`src/rtl/lvds_defs.sv`:
```
// lvds_defs: constants and types shared by the LVDS I/Q serializer (lvds_tx) and the
// receive deserializer.
//   WORD_BITS         - width of one I/Q word on the link
//   SYNC_I / SYNC_Q   - sync patterns forced into bits [31:30] and [15:14]
//   IDLE_WORD_DEFAULT - zero-valued framed word sent when the TX FIFO underflows
//   tx_state_e        - serializer state encoding, also exported on o_debug_state
package lvds_defs;

  localparam int unsigned WORD_BITS = 32;

  localparam logic [1:0] SYNC_I = 2'b10;
  localparam logic [1:0] SYNC_Q = 2'b01;

  localparam logic [WORD_BITS-1:0] IDLE_WORD_DEFAULT = 32'h8000_4000;

  typedef enum logic [1:0] {
    StIdle = 2'd0,
    StLoad = 2'd1,
    StTx   = 2'd2
  } tx_state_e;

endpackage

```
`src/rtl/lvds_tx.sv`:
```
// lvds_tx: LVDS I/Q transmit serializer.
// Pulls 32-bit I/Q words from the TX sample FIFO, forces the I/Q sync patterns into each
// word and shifts it out MSB-first, two bits per clock, towards an external DDR output
// register. On FIFO underflow a framed idle word is sent instead so the stream stays
// aligned.
// Ports:
//   i_ddr_clk         - LVDS/DDR clock, the only clock
//   i_rst             - synchronous active-high reset
//   i_tx_enable       - level request to stream; only sampled at word boundaries
//   i_fifo_empty      - TX FIFO empty flag
//   o_fifo_pull       - FIFO read strobe; data valid on i_fifo_data the following cycle
//   i_fifo_data       - {I sync, I[12:0], I ctrl, Q sync, Q[12:0], Q ctrl}
//   o_ddr_data        - [1] rising-edge bit (earlier), [0] falling-edge bit
//   o_busy            - serializer not idle
//   o_underflow       - one-cycle pulse per idle word inserted
//   o_underflow_count - saturating count of inserted idle words
//   o_debug_state     - current state encoding
module lvds_tx
  import lvds_defs::*;
#(
  parameter logic [WORD_BITS-1:0] IDLE_WORD = IDLE_WORD_DEFAULT
) (
  input  logic                 i_ddr_clk,
  input  logic                 i_rst,
  input  logic                 i_tx_enable,
  input  logic                 i_fifo_empty,
  output logic                 o_fifo_pull,
  input  logic [WORD_BITS-1:0] i_fifo_data,
  output logic [1:0]           o_ddr_data,
  output logic                 o_busy,
  output logic                 o_underflow,
  output logic [7:0]           o_underflow_count,
  output logic [1:0]           o_debug_state
);

  tx_state_e            state_q;
  logic [WORD_BITS-1:0] sr_q;
  logic [3:0]           cnt_q;
  logic                 pulled_q;
  logic                 cont_q;
  logic                 underflow_q;
  logic [7:0]           uf_count_q;

  logic                 pull;
  logic [WORD_BITS-1:0] fmt_word;

  // Sync bits coming from the FIFO are ignored and replaced by the fixed patterns.
  assign fmt_word = {SYNC_I, i_fifo_data[29:16], SYNC_Q, i_fifo_data[13:0]};

  logic unused_sync;
  assign unused_sync = ^{i_fifo_data[31:30], i_fifo_data[15:14]};

  // Pull only when idle or two cycles before the word boundary, so the next word is on
  // i_fifo_data exactly when the last pair of the current word leaves.
  always_comb begin
    pull = 1'b0;
    if (!i_rst && i_tx_enable && !i_fifo_empty) begin
      case (state_q)
        StIdle:  pull = 1'b1;
        StTx:    pull = (cnt_q == 4'd14);
        default: pull = 1'b0;
      endcase
    end
  end

  always_ff @(posedge i_ddr_clk) begin
    if (i_rst) begin
      state_q     <= StIdle;
      sr_q        <= '0;
      cnt_q       <= 4'd0;
      pulled_q    <= 1'b0;
      cont_q      <= 1'b0;
      underflow_q <= 1'b0;
      uf_count_q  <= 8'd0;
    end else begin
      underflow_q <= 1'b0;
      case (state_q)
        StIdle: begin
          sr_q  <= '0;
          cnt_q <= 4'd0;
          if (pull) begin
            state_q <= StLoad;
          end
        end
        StLoad: begin
          sr_q    <= fmt_word;
          cnt_q   <= 4'd0;
          state_q <= StTx;
        end
        StTx: begin
          cnt_q <= cnt_q + 4'd1;
          // Enable is only honoured here, so a word in flight always completes.
          if (cnt_q == 4'd14) begin
            pulled_q <= pull;
            cont_q   <= i_tx_enable;
          end
          if (cnt_q != 4'd15) begin
            sr_q <= {sr_q[WORD_BITS-3:0], 2'b00};
          end else if (!cont_q) begin
            sr_q    <= '0;
            cnt_q   <= 4'd0;
            state_q <= StIdle;
          end else if (pulled_q) begin
            sr_q  <= fmt_word;
            cnt_q <= 4'd0;
          end else begin
            sr_q        <= IDLE_WORD;
            cnt_q       <= 4'd0;
            underflow_q <= 1'b1;
            if (uf_count_q != 8'hFF) begin
              uf_count_q <= uf_count_q + 8'd1;
            end
          end
        end
        default: begin
          state_q <= StIdle;
          sr_q    <= '0;
          cnt_q   <= 4'd0;
        end
      endcase
    end
  end

  assign o_fifo_pull       = pull;
  assign o_ddr_data        = sr_q[WORD_BITS-1:WORD_BITS-2];
  assign o_busy            = (state_q != StIdle);
  assign o_underflow       = underflow_q;
  assign o_underflow_count = uf_count_q;
  assign o_debug_state     = state_q;

endmodule

```
`config.mk`:
```
export PLATFORM = sky130hd
export DESIGN_NAME = lvds_tx
export DESIGN_NICKNAME = d
export VERILOG_FILES = /design/src/rtl/lvds_defs.sv /design/src/rtl/lvds_tx.sv
export SDC_FILE = /design/constraint.sdc
export NUM_CORES = 1
export LEC_CHECK = 0
export ABC_AREA = 1
export BUFFER_PORTS_ARGS = -buffer_cell sky130_fd_sc_hd__buf_2
export CAP_MARGIN = 20
export CORE_ASPECT_RATIO = 0.6
export CORE_MARGIN = 5
export CORE_UTILIZATION = 50
export CTS_CLUSTER_SIZE = 40
export DETAILED_ROUTE_END_ITERATION = 12
export PLACE_DENSITY = 0.74
export SLEW_MARGIN = 20
export SYNTH_ARGS = -nofsm -noshare
export SYNTH_HDL_FRONTEND = slang
export SYNTH_SLANG_ARGS = --single-unit
```
`constraint.sdc`:
```
create_clock -name i_ddr_clk -period 3.4 [get_ports i_ddr_clk]
set_clock_uncertainty 0.1 [all_clocks]
set_input_delay 1.02 -clock i_ddr_clk [delete_from_list [all_inputs] [get_ports i_ddr_clk]]
set_output_delay 1.02 -clock i_ddr_clk [all_outputs]
set_load 0.1 [all_outputs]
```
### Word-level counts from Yosys, hierarchy flattened

Index checks and enable logic that the tools add are counted.

| storage, ports and cells | value |
|---|---|
| register bits | 49 |
| bits in latches | 0 |
| bits in writable memories | 0 |
| ROM bits | 0 |
| input port bits | 36 |
| output and inout bits | 15 |
| logic and storage cells | 43 |
| memories kept | 0 |

| operators by class | value |
|---|---|
| add/sub/neg operators | 2 |
| multiply operators | 0 |
| div/mod/pow operators | 0 |
| $lt $le $gt $ge | 0 |
| equality and inequality tests | 8 |
| shifts and indexed selects | 0 |
| multiplexer cells | 11 |
| bitwise operators | 4 |
| reduce and logical (&&, ||, !) cells | 11 |

Operators by type and width:

| kind | count |
|---|---|
| 32-bit two-way mux | 2 |
| 32-bit one-hot mux with 2 select lines | 1 |
| 30-bit two-way mux | 1 |
| 8-bit by 1-bit adder with 8-bit output (second input constant) | 1 |
| 8-bit != test (second input constant) | 1 |
| 2-bit two-way mux | 3 |
| 2-bit != test (second input constant) | 3 |
| 2-bit one-hot mux with 3 select lines | 1 |
| 5-bit AND reduction | 1 |
| 4-bit by 1-bit adder with 4-bit output (second input constant) | 1 |
| 4-bit == test (second input constant) | 1 |
| 4-bit != test (second input constant) | 1 |
| 1-bit NOT | 4 |
| 4-bit OR reduction | 1 |
| 3-bit AND reduction | 1 |
| 3-bit OR reduction | 1 |
| 2-bit by 1-bit == test with 1-bit output (second input constant) | 1 |
| 2-bit == test (second input constant) | 1 |
| 1-bit logical AND | 2 |
| 1-bit zero test | 2 |
| 2-bit zero test | 1 |
| 1-bit two-way mux | 2 |
| 1-bit one-hot mux with 2 select lines | 1 |
| 2-bit AND reduction | 1 |
| 2-bit nonzero test | 1 |

### Depth between registers and ports, before layout

Gate-level depths: netlist of the first run.

| logic depth | value |
|---|---|
| depth after elaboration | 6 |
| gate-level depth with buffers | 9 |
| gate-level depth less buffers | 9 |

### Worst setup path before layout of the first run

OpenSTA, ideal clock, no wires.

| timing path | value |
|---|---|
| path kind | flip-flop to output port |
| start | register state_q[1] (netlist: o_debug_state[1]) |
| end | output port o_fifo_pull |
| data arrival time | 3.155 ns |
| data required time | 2.280 ns |
| slack | -0.875 ns |
| cell stages (with the launch flop) | 5 |
| buffers on the path | 1 |
| cell sequence | dfxtp_1 -> ha_1 -> buf_2 -> nand4_1 -> a21oi_1 |

| between the ends | value |
|---|---|
| word-level cells in the longest chain between the ends | 3 |
| elaborated cells on any way between the ends | 4 |
| classes of those cells | eq/ne (1); mux (2); reduce/logical (1) |

Ends and longest elaborated chain:

| what | line | RTL |
|---|---|---|
| start: declaration | lvds_tx.sv:36 | `tx_state_e state_q;` |
| start signal: assignment | lvds_tx.sv:68 | `state_q <= StIdle;` |
| start signal: assignment | lvds_tx.sv:82 | `state_q <= StLoad;` |
| start signal: assignment | lvds_tx.sv:88 | `state_q <= StTx;` |
| 2-bit == test or 2-bit zero test (tied branches) | lvds_tx.sv:58 | `case (state_q)` |
| 1-bit one-hot mux with 2 select lines * | lvds_tx.sv:58 |  |
| 1-bit two-way mux * | lvds_tx.sv:57 | `if (!i_rst && i_tx_enable && !i_fifo_empty) begin` |
| end: declaration | lvds_tx.sv:27 | `output logic o_fifo_pull,` |

Every way passes the cells marked *; elsewhere a longest branch is shown, timed or not.

### Worst setup path in the final report of the first run

| timing path | value |
|---|---|
| start | input port i_rst |
| end | output port o_fifo_pull |

| between the ends | value |
|---|---|
| word-level cells in the longest chain between the ends | 4 |

Ends and longest elaborated chain:

| what | line | RTL |
|---|---|---|
| start: declaration | lvds_tx.sv:24 | `input logic i_rst,` |
| 1-bit zero test | lvds_tx.sv:57 |  |
| 1-bit logical AND (2 in a row) | lvds_tx.sv:57 |  |
| 1-bit two-way mux | lvds_tx.sv:57 |  |

No other way between the ends.

==> results of run 1 <==
[routing by layer]
layer | global-route usage [%] | vias up
li1 | - | 1200
met1 | 26.84 | 1035
met2 | 24.67 | 78
met3 | 5.435 | 2
met4 | 2.521 | 0
met5 | 0 | -
[path summary, 6_finish.rpt]
kind	startpoint	to	slack [ns]	depth (start not counted)
setup / recovery	i_rst	o_fifo_pull	0.36	5
hold / removal	sr_q[28]	sr_q[30]	0.33	2
setup reg to reg	cnt_q[0]	sr_q[1]	1.35	8
hold reg to reg	sr_q[28]	sr_q[30]	0.33	2
[cell usage after synthesis]
| cell | number | area, um^2 |
|---|---|---|
| nand4_1 | 8 | 50.05 |
| nor3_1 | 1 | 5.000 |
| and3_1 | 1 | 6.260 |
| xor2_1 | 4 | 35.03 |
| buf_2 | 5 | 25.02 |
| buf_4 | 2 | 15.01 |
| dfxtp_1 | 49 | 980.9 |
| nand3b_1 | 7 | 52.55 |
| xnor2_1 | 1 | 8.760 |
| nand3_1 | 31 | 155.2 |
| nand3_4 | 1 | 17.52 |
| inv_2 | 1 | 3.750 |
| nor2_4 | 1 | 11.26 |
| o21ai_0 | 10 | 50.05 |
| ha_1 | 7 | 87.58 |
| clkbuf_1 | 8 | 30.03 |
| buf_6 | 2 | 22.52 |
| nor3_4 | 1 | 16.27 |
| nor2_1 | 28 | 105.1 |
| nand2_1 | 122 | 457.9 |
| nor2_2 | 1 | 6.260 |
| buf_1 | 1 | 3.750 |
| inv_1 | 45 | 168.9 |
| a21oi_1 | 24 | 120.1 |
[registers in the layout, summed over array words and instances, names as in the netlist]
register,flops
sr_q,32
o_underflow_count,8
cnt_q,4
o_debug_state,2
cont_q,1
o_underflow,1
pulled_q,1
[kinds of logic after synthesis]
logic type | Yosys count | share of synthesized area [%]
AO/OA/AOI/OAI | 34 | 6.989
XOR/XNOR | 5 | 1.798
adder cells (fa/ha/maj) | 7 | 3.597
buffers and inverters | 64 | 11.05
flip-flops | 49 | 40.29
AND/OR/NAND/NOR | 202 | 36.28
[final cells by class]
class / instances / area (um^2) / share of cell area, %
multi-input combinational: 248 / 1196 / 43.14
sequential: 49 / 983.4 / 35.47
timing repair buffer: 51 / 267.8 / 9.657
inverter: 46 / 172.7 / 6.227
tap: 63 / 78.83 / 2.843
clock buffer: 5 / 68.82 / 2.482
clock inverter: 1 / 5.005 / 0.1805
[power breakdown]
part | total [W] | switching [W] | internal [W]
Clock | 0.000321 | 0.000185 | 0.000136
Combinational | 0.000496 | 0.000381 | 0.000115
Sequential | 0.000641 | 0.0000206 | 0.000620
[worst reg2reg max path: stages (launching register included)]
cell	delay, ns
dfxtp_1	0.39
ha_1	0.27
nand3_4	0.21
nor2_2	0.12
buf_4	0.21
nand2_1	0.11
o21ai_0	0.39
nand2_1	0.09
nor2_1	0.09
[per-stage QoR]
stage / utilization [%] / worst slack (ns) / power [W]
CTS: 59.81 / 0.3574 / 0.001469
finish: 59.81 / 0.3623 / 0.001458
detailed placement: 58.22 / 0.3570 / 0.001153
global placement: 58.22 / 0.3546 / 0.001146
floorplan: - / 0.2250 / 0.001038
global route: 59.81 / 0.3136 / 0.001546
==> summary.md, run 1 <==
| Metric | Value |
|---|---|
| Placed Instances | `457` |
| Synthesis-to-finish area growth | `13.87%` |
| Design area | `2773 um^2` |
| Critical-path cell list | `buf_2 -> nor2_1 -> nand2_1 -> a21oi_4 -> buf_2` |
| WL met1 | `2796 um` |
| WL final | `5582 um` |
| Setup bufs post-CTS | `0` |
| Fin Hold WS | `0.3313 ns` |
| Largest net degree at the start of global routing | `28` |
| Min-Delay Path Class | `flop to flop` |
| Ys Warns | `0` |
| IO Count | `51` |
| CTS Buffer Depth | `2` |
| CTS Buf Count | `5` |
| Synthesized cell area | `2435 um^2` |
| Unrepaired setup endpoints after global routing | `false` |
| Initial antenna violation count | `0` |
| Met3 WL | `486 um` |
| Buffers & Inverters on Critical Path | `2` |
| DR vias | `2,315` |
| Num rows | `19` |
| Register bit total from synthesis | `49` |
| Root buffer cell | `clkbuf_8` |
| Number of max-cap violations | `0` |
| WL met2 | `2295 um` |
| CP startpoint kind | `input port` |
| Number of port buffers | `46` |
| Netlist cell types | `24` |
| Outcome | `complete, no violations` |
| Core Region | `4636 um^2` |
| N_diodes | `0` |
| Setup-failing EPs final | `0` |
| Fillcell total | `456` |
| First-pass GRT wire length | `9101 um` |
| CP max stage cell | `buf_2` |
| Routed Antenna Nets | `0` |
| Vias in the first global route | `1,928` |
| Initial DRC Count | `157` |
| Die Width | `100.1 um` |
| Least-Margin Pin Slew | `0.4888 ns` |
| Crit Path Category | `input port to primary output` |
| Drt first pass iters | `4` |
| DRC violations left | `0` |
| CTS resizes | `0` |
| Clk sink count | `49` |
| Crit share post-route | `89.34%` |
| Clock Latency Late Sink | `0.30 ns` |
| Fin nets | `444` |
| Non-filler cells, final | `463` |
| Final setup TNS | `0 ns` |
| DR vias/cell | `5.000` |
| Rel. slew slack | `67.63%` |
| Seq/Total Area, Yosys | `40.29%` |
| Full die area | `6411 um^2` |
| Post-cts hold buffer count | `0` |
| Crit-path most repeated cell | `buf_2` |
| Placer Congestion | `0.7935` |
| Critical Path RT | `2.28 ns` |
| Mapped Cells | `361` |
| Crit. End Element | `primary output` |
| TritonCTS clock tree | `done` |
| Commonest non-fill, non-tap cell in the layout | `nand2_1` |
| Maximum vdd drop | `0.2369 mV` |
| Max Used Layer | `met4` |
| Slew Viols, Final | `0` |
| FMAX | `329.2 MHz` |
| Post-DP HPWL | `3994 um` |
| Commonest non-fill, non-tap cells in the layout | `122 x nand2_1, 47 x dfxtp_1, 46 x buf_2, 45 x inv_1, 31 x nand3_1` |
| WL per Instance | `12.06 um` |
| Lkg Pwr | `1.314 nW` |
| Layout cells sized above 1 | `16.25%` |
| H-tree lvl count | `2` |
| Crit path arrival time | `1.92 ns` |
| Total global-route track usage | `17.59%` |
| Die height | `64.06 um` |
| Grt ovf | `0` |
| Avg Cell Area, Syn | `6.745 um^2` |
| Syn_nets | `404` |
| Max FO, Critical Path | `6` |
| Largest delay share family, worst path | `buffers and inverters` |
| Clock transition at the registers of the reported paths | `0.09 ns` |
| Slowest stage delay, CP | `0.43 ns` |
| Initial core utilization | `52.52%` |
| Placed instance area | `2699 um^2` |
| Final Critical Period | `3.038 ns` |
| Final Hold Fails | `0` |
| PD cells | `525.8 nW/um^2` |
(Power assumes the default switching activity.)
==> run 2, diff against run 1 <==
--- a/config.mk
+++ b/config.mk
@@ -10,10 +10,9 @@
 export CAP_MARGIN = 20
 export CORE_ASPECT_RATIO = 0.6
 export CORE_MARGIN = 5
-export CORE_UTILIZATION = 50
+export CORE_UTILIZATION = 32
 export CTS_CLUSTER_SIZE = 40
 export DETAILED_ROUTE_END_ITERATION = 12
-export PLACE_DENSITY = 0.74
 export SLEW_MARGIN = 20
 export SYNTH_ARGS = -nofsm -noshare
 export SYNTH_HDL_FRONTEND = slang
==> summary.md, run 2 (same netlist as run 1, synthesis figures left out) <==
| Metric | Value |
|---|---|
| CTS Buffer Depth | `2 (unchanged)` |
| Max reg flops | `32 (unchanged)` |
| Rel. slew slack | `64.11% (-3.5 points)` |
| Die Width | `122.6 um (+22%)` |
| Largest Register | `sr_q` |
| Placed Instances | `498 (+9.0%)` |
| Total global-route track usage | `12.85% (-4.7 points)` |
| Fillcell total | `810 (+78%)` |
| Reg area | `983.4 um^2 (unchanged)` |
| Number of port buffers | `46 (unchanged)` |
| Clock Latency Late Sink | `0.29 ns (about the same)` |
| Core Region | `7327 um^2 (+58%)` |
| Fin Hold WS | `0.3276 ns (-0.003725 ns)` |
| DR vias/cell | `4.497 (-10%)` |
| Setup-failing EPs final | `0 (unchanged)` |
| Initial antenna violation count | `0 (unchanged)` |
| Multi-input gate area | `1196 um^2 (unchanged)` |
| Synthesis-to-finish area growth | `20.14%` |
| Max FO, Critical Path | `6 (unchanged)` |
| TritonCTS clock tree | `done` |
| Crit share post-route | `83.77% (-5.6 points)` |
| CTS resizes | `0 (unchanged)` |
| Min-Delay Path Class | `flop to flop` |
| Least-Margin Pin Slew | `0.5384 ns (+0.04954 ns)` |
| Worst Hold Depth | `2 (unchanged)` |
| Non-filler cells, final | `505 (+9.1%)` |
| PD cells | `580.9 nW/um^2 (+10%)` |
| IO Count | `51 (unchanged)` |
| Final Hold Fails | `0 (unchanged)` |
| Post-cts hold buffer count | `0 (unchanged)` |
| Fin nets | `444 (unchanged)` |
| Placed instance area | `2765 um^2 (+2.5%)` |
| Clk sink count | `49 (unchanged)` |
| Number of max-cap violations | `0 (unchanged)` |
| Routed Antenna Nets | `0 (unchanged)` |
| Worst setup startpoint | `i_rst` |
| Maximum vdd drop | `0.2008 mV (-15%)` |
| Hold_sp | `sr_q[28]` |
| WL final | `6003 um (+7.5%)` |
| First-pass GRT wire length | `9873 um (+8.5%)` |
| R2R Path Start | `cnt_q[0]` |
| Largest net degree at the start of global routing | `29 (+3.6%)` |
| Commonest non-fill, non-tap cell in the layout | `nand2_1` |
| WL per Instance | `11.89 um (-1.4%)` |
| Vias in the first global route | `2,069 (+7.3%)` |
| Initial core utilization | `33.23% (-19 points)` |
| Drt first pass iters | `4 (unchanged)` |
| Post-DP HPWL | `4296 um (+7.6%)` |
| Clock transition at the registers of the reported paths | `0.07 ns (-0.02 ns)` |
| Outcome | `complete, no violations` |
| Num rows | `24 (+5)` |
| Layout cells sized above 1 | `16.46% (+0.21 points)` |
| Design area | `2925 um^2 (+5.5%)` |
| Placer Congestion | `0.8076 (+1.8%)` |
| DRC violations left | `0 (unchanged)` |
| Full die area | `9510 um^2 (+48%)` |
| Critical Path RT | `2.28 ns (about the same)` |
| Final Critical Period | `2.848 ns (-0.1894 ns)` |
| Crit. End Element | `primary output` |
| Die height | `77.57 um (+21%)` |
| Unrepaired setup endpoints after global routing | `false` |
| Initial DRC Count | `130 (-17%)` |
| Final Core Density | `39.92% (-20 points)` |
| FMAX | `351.1 MHz (+6.7%)` |
| Setup bufs post-CTS | `0 (unchanged)` |
| N_diodes | `0 (unchanged)` |
| Crit path arrival time | `1.73 ns (-0.19 ns)` |
| End of the worst register-to-register path | `sr_q[0]` |
| Worst R2R Setup Slack | `1.37 ns (+0.02 ns)` |
| Reg2reg path depth | `8 (unchanged)` |
| H-tree lvl count | `2 (unchanged)` |
| DR vias | `2,271 (-1.9%)` |
| Slew Viols, Final | `0 (unchanged)` |
| Lkg Pwr | `1.357 nW (+3.3%)` |
| Commonest non-fill, non-tap cells in the layout | `122 x nand2_1, 47 x dfxtp_1, 45 x inv_1, 45 x buf_2, 31 x nand3_1` |
| Grt ovf | `0 (unchanged)` |
| Root buffer cell | `clkbuf_16` |
| Final setup TNS | `0 ns (unchanged)` |
| Endpoint, Worst Hold | `sr_q[30]` |
| CP startpoint kind | `input port` |
| Crit Path Category | `input port to primary output` |
| CTS Buf Count | `5 (unchanged)` |
run 2: cell count changes in the layout (fill, tap and decap cells not counted), sizes merged:
cell	before	now
bufinv	0	1
run 2: through the flow:
stage                     power (W)  setup WS [ns]
after floorplan            0.001038         0.2250
after global placement     0.001159         0.5404
after detailed placement   0.001164         0.5505
after CTS                  0.001719         0.5498
after global routing       0.001800         0.4945
final                      0.001699         0.5518
run 2: layer usage:
layer,vias to the layer above,track usage [%],routed length (um)
li1,1200,-,-
met1,1034,19.14,3245
met2,31,17.92,2416
met3,6,3.343,254
met4,0,4.022,86
met5,-,0,0
run 2: power breakdown:
group / switching, W / leakage [nW] / internal, W / total, W
Sequential: 0.0000212 / 0.396 / 0.000621 / 0.000642
Combinational: 0.000386 / 0.881 / 0.000121 / 0.000507
Clock: 0.000208 / 0.0797 / 0.000342 / 0.000550
Total: 0.000616 / 1.36 / 0.00108 / 0.00170
run 2: final cells by class:
class                   count  area share, %
clock buffers               5          4.277
clock inverters             2          1.198
inverters                  46          5.902
multi-input cells         248          40.89
flip-flops and latches     49          33.62
well taps                 104          4.448
repair buffers             51          9.666
run 2: how the worst max path moves through the flow:
stage | cells past startpoint | endpoint
after floorplan | 4 | o_fifo_pull
after global placement | 5 | o_fifo_pull
after detailed placement | 5 | o_fifo_pull
after CTS | 5 | o_fifo_pull
after global routing | 5 | o_fifo_pull
final | 5 | o_fifo_pull
run 2: worst max-delay path: stages:
cell and delay, ns:
buf_2 0.14, nor2_1 0.10, nand2_1 0.12, a21oi_4 0.16, buf_12 0.19
==> run 3, diff against run 2 <==
--- a/config.mk
+++ b/config.mk
@@ -5,7 +5,7 @@
 export SDC_FILE = /design/constraint.sdc
 export NUM_CORES = 1
 export LEC_CHECK = 0
-export ABC_AREA = 1
+export ABC_AREA = 0
 export BUFFER_PORTS_ARGS = -buffer_cell sky130_fd_sc_hd__buf_2
 export CAP_MARGIN = 20
 export CORE_ASPECT_RATIO = 0.6
==> constraint.sdc (replaced) <==
create_clock -name i_ddr_clk -period 2.9 [get_ports i_ddr_clk]
set_clock_uncertainty 0.1 [all_clocks]
set_input_delay 0.87 -clock i_ddr_clk [delete_from_list [all_inputs] [get_ports i_ddr_clk]]
set_output_delay 0.87 -clock i_ddr_clk [all_outputs]
set_load 0.1 [all_outputs]
==> summary.md, run 3 <==
| Metric | Value |
|---|---|
| Least-Margin Pin Slew | `0.5005 ns (-0.03791 ns)` |
| Commonest non-fill, non-tap cells in the layout | `47 x dfxtp_1, 45 x buf_2, 14 x a22o_2, 12 x nor2_1, 12 x a22o_1` |
| Outcome | `complete, no violations` |
| Crit Path Category | `input port to primary output` |
| Largest net degree at the start of global routing | `29 (unchanged)` |
| Core Region | `5702 um^2 (-22%)` |
| Rel. slew slack | `66.86% (+2.8 points)` |
| PD cells | `764.7 nW/um^2 (+32%)` |
| Fin Hold WS | `0.3309 ns (+0.003273 ns)` |
| N_diodes | `0 (unchanged)` |
| Post-cts hold buffer count | `0 (unchanged)` |
| Routed Antenna Nets | `0 (unchanged)` |
| Critical-path cell list | `buf_2 -> or3b_4 -> a21oi_4 -> buf_12` |
| Combinational share of power | `29.1% (-0.8 points)` |
| Final Critical Period | `2.697 ns` |
| Final Core Density | `41.43% (+1.5 points)` |
| Clock transition at the registers of the reported paths | `0.09 ns (+0.02 ns)` |
| Worst setup startpoint | `i_fifo_empty` |
| Register bit total from synthesis | `49 (unchanged)` |
| Drt first pass iters | `4 (unchanged)` |
| Slew Viols, Final | `0 (unchanged)` |
| Post-synth EDFFs | `0 (unchanged)` |
| Initial core utilization | `33.66% (+0.43 points)` |
| Sequential share of power | `43.0% (+5.2 points)` |
| Max reg flops | `32 (unchanged)` |
| Slowest stage delay, CP | `0.42 ns (+0.23 ns)` |
| Final Hold Fails | `0 (unchanged)` |
| Unrepaired setup endpoints after global routing | `false` |
| Synth area leader | `dfxtp_1` |
| End of the worst register-to-register path | `sr_q[15]` |
| H-tree lvl count | `2 (unchanged)` |
| Main synth FF type | `dfxtp_1` |
| Critical Path RT | `1.93 ns (-0.35 ns)` |
| Synthesis-to-finish area growth | `23.08%` |
| Setup bufs post-CTS | `0 (unchanged)` |
| Seq/Total Area, Yosys | `51.11% (+11 points)` |
| Maximum vdd drop | `0.5927 mV (+200%)` |
| Crit. End Element | `primary output` |
| Post-synth top area share | `51.11% (+11 points)` |
| CTS Buffer Depth | `2 (unchanged)` |
| Number of port buffers | `46 (unchanged)` |
| Clock Latency Late Sink | `0.30 ns (about the same)` |
| WL per Instance | `12.99 um (+9.3%)` |
| First-pass GRT wire length | `6396 um (-35%)` |
| Fin nets | `262 (-41%)` |
| CP startpoint kind | `input port` |
| Avg Cell Area, Syn | `11.09 um^2 (+64%)` |
| Min-Delay Path Class | `flop to flop` |
| FMAX | `370.8 MHz` |
| Worst R2R Setup Slack | `0.83 ns (-0.54 ns)` |
| Full die area | `7698 um^2 (-19%)` |
| Clk sink count | `49 (unchanged)` |
| Grt ovf | `0 (unchanged)` |
| Async S/R FF share, synth | `0% (unchanged)` |
| Largest Register | `sr_q` |
| Initial DRC Count | `51 (-61%)` |
| Vias in the first global route | `1,295 (-37%)` |
| Top-count cell post-synth | `dfxtp_1` |
| Reg2reg path depth | `5 (-3)` |
| Top cells by area, synth | `dfxtp_1 51%, a22o_2 7.3%, a22o_1 5.5%` |
| Switch Pwr | `0.0006153 W (about the same)` |
| Final setup TNS | `0 ns (unchanged)` |
| Layout cells sized above 1 | `40.00% (+24 points)` |
| Int Pwr | `0.001191 W (+9.9%)` |
| Total global-route track usage | `10.47% (-2.4 points)` |
| Crit path arrival time | `1.73 ns (about the same)` |
| Die height | `69.99 um (-9.8%)` |
| Setup-failing EPs final | `0 (unchanged)` |
| WL final | `3897 um (-35%)` |
| Netlist cell types | `38 (+58%)` |
| CP max stage cell | `or3b_4` |
| Commonest non-fill, non-tap cell in the layout | `dfxtp_1` |
| Die Width | `110.0 um (-10%)` |
| Lkg Pwr | `1.010 nW (-26%)` |
| Post-DP HPWL | `2796 um (-35%)` |
| Placer Congestion | `0.7296 (-9.7%)` |
| Mapped Cells | `173 (-52%)` |
| Crit share post-route | `93.00%` |
| Endpoint, Worst Hold | `sr_q[30]` |
| Syn_nets | `216 (-47%)` |
| Synthesized cell area | `1919 um^2 (-21%)` |
| Ys Warns | `0 (unchanged)` |
| CTS resizes | `0 (unchanged)` |
| DR vias | `1,350 (-41%)` |
| IO Count | `51 (unchanged)` |
| TritonCTS clock tree | `done` |
| Fillcell total | `562 (-31%)` |
| DR vias/cell | `4.500 (about the same)` |
| Sw Share | `34.06% (-2.2 points)` |
| Number of max-cap violations | `0 (unchanged)` |
| Max FO, Critical Path | `2 (-4)` |
| Hold_sp | `sr_q[28]` |
| Initial antenna violation count | `0 (unchanged)` |
| R2R Path Start | `cnt_q[0]` |
| Clock share of power | `27.9% (-4.5 points)` |
| Top post-synthesis cells by count | `49 x dfxtp_1, 14 x a22o_2, 12 x a22o_1, 12 x nor2_1, 11 x a21oi_1` |
| Worst Hold Depth | `1 (-1)` |
| Root buffer cell | `clkbuf_8` |
| Num rows | `21 (-13%)` |
| CTS Buf Count | `5 (unchanged)` |
| DRC violations left | `0 (unchanged)` |
-- run 3: cell count changes after synthesis, sizes merged, moves of 13 or more --
cell,change
inv,-39
nand3,-30
a22o,+26
nor2,-16
nand2,-118
a21oi,-13
-- run 3: kinds of logic after synthesis --
logic type / after synthesis / share of synthesized area (%)
AOI/OAI and AO/OA: 46 / 19.43
DFF: 49 / 51.11
adders and majority gates: 7 / 4.563
muxes: 6 / 3.325
xor gates and xnor gates: 2 / 0.9128
buffers and inverters: 17 / 5.606
and+or+nand+nor: 46 / 15.06
-- run 3: routing by layer --
layer  GRT usage (%)  part of all wire, %  vias up
met5               0                    0        -
met4           3.734                 0.80        0
met3           3.039                  4.0        4
met2           13.24                   40       20
met1           16.25                   56      611
li1                -                    -      715
-- run 3: worst max-delay path by stage --
| stage | cells past startpoint | to |
|---|---|---|
| 4_1_cts | 4 | o_fifo_pull |
| 3_5_place_dp | 4 | o_fifo_pull |
| 3_3_place_gp | 4 | o_fifo_pull |
| 5_1_grt | 4 | o_fifo_pull |
| 2_1_floorplan | 3 | o_fifo_pull |
| 6_report | 4 | o_fifo_pull |
-- run 3: final cells by class --
class | instances | area, um^2 | area share, %
Sequential cell | 49 | 988.4 | 41.84
Multi-Input combinational cell | 107 | 857.1 | 36.28
Timing Repair Buffer | 49 | 267.8 | 11.33
Tap cell | 80 | 100.1 | 4.237
Clock buffer | 6 | 82.58 | 3.496
Clock inverter | 2 | 36.28 | 1.536
Inverter | 7 | 30.03 | 1.271
-- run 3: critical path, delay by kind of cell --
kind | cells | cell delay (ns)
simple gates | 1 | 0.42
compound gates | 1 | 0.14
buf+inv | 2 | 0.30
-- run 3: per-stage QoR --
stage | cell area (um^2) | total power, W | worst slack, ns | instances
6_report | 2362 | 0.001806 | 0.2031 | 300
2_1_floorplan | 1963 | 0.001231 | 0.01024 | 173
5_1_grt | 2362 | 0.001903 | 0.1779 | 300
4_1_cts | 2362 | 0.001827 | 0.1974 | 300
3_5_place_dp | 2243 | 0.001321 | 0.1985 | 292
3_3_place_gp | 2243 | 0.001321 | 0.2020 | 292
-- run 3: power groups by stage --
stage | sequential, W | clock [W] | combinational [W]
global placement | 0.000791 | 0 | 0.000529
CTS | 0.000778 | 0.000518 | 0.000531
detailed placement | 0.000793 | 0 | 0.000529
floorplan | 0.000867 | 0 | 0.000364
finish | 0.000777 | 0.000504 | 0.000526
global route | 0.000785 | 0.000551 | 0.000568
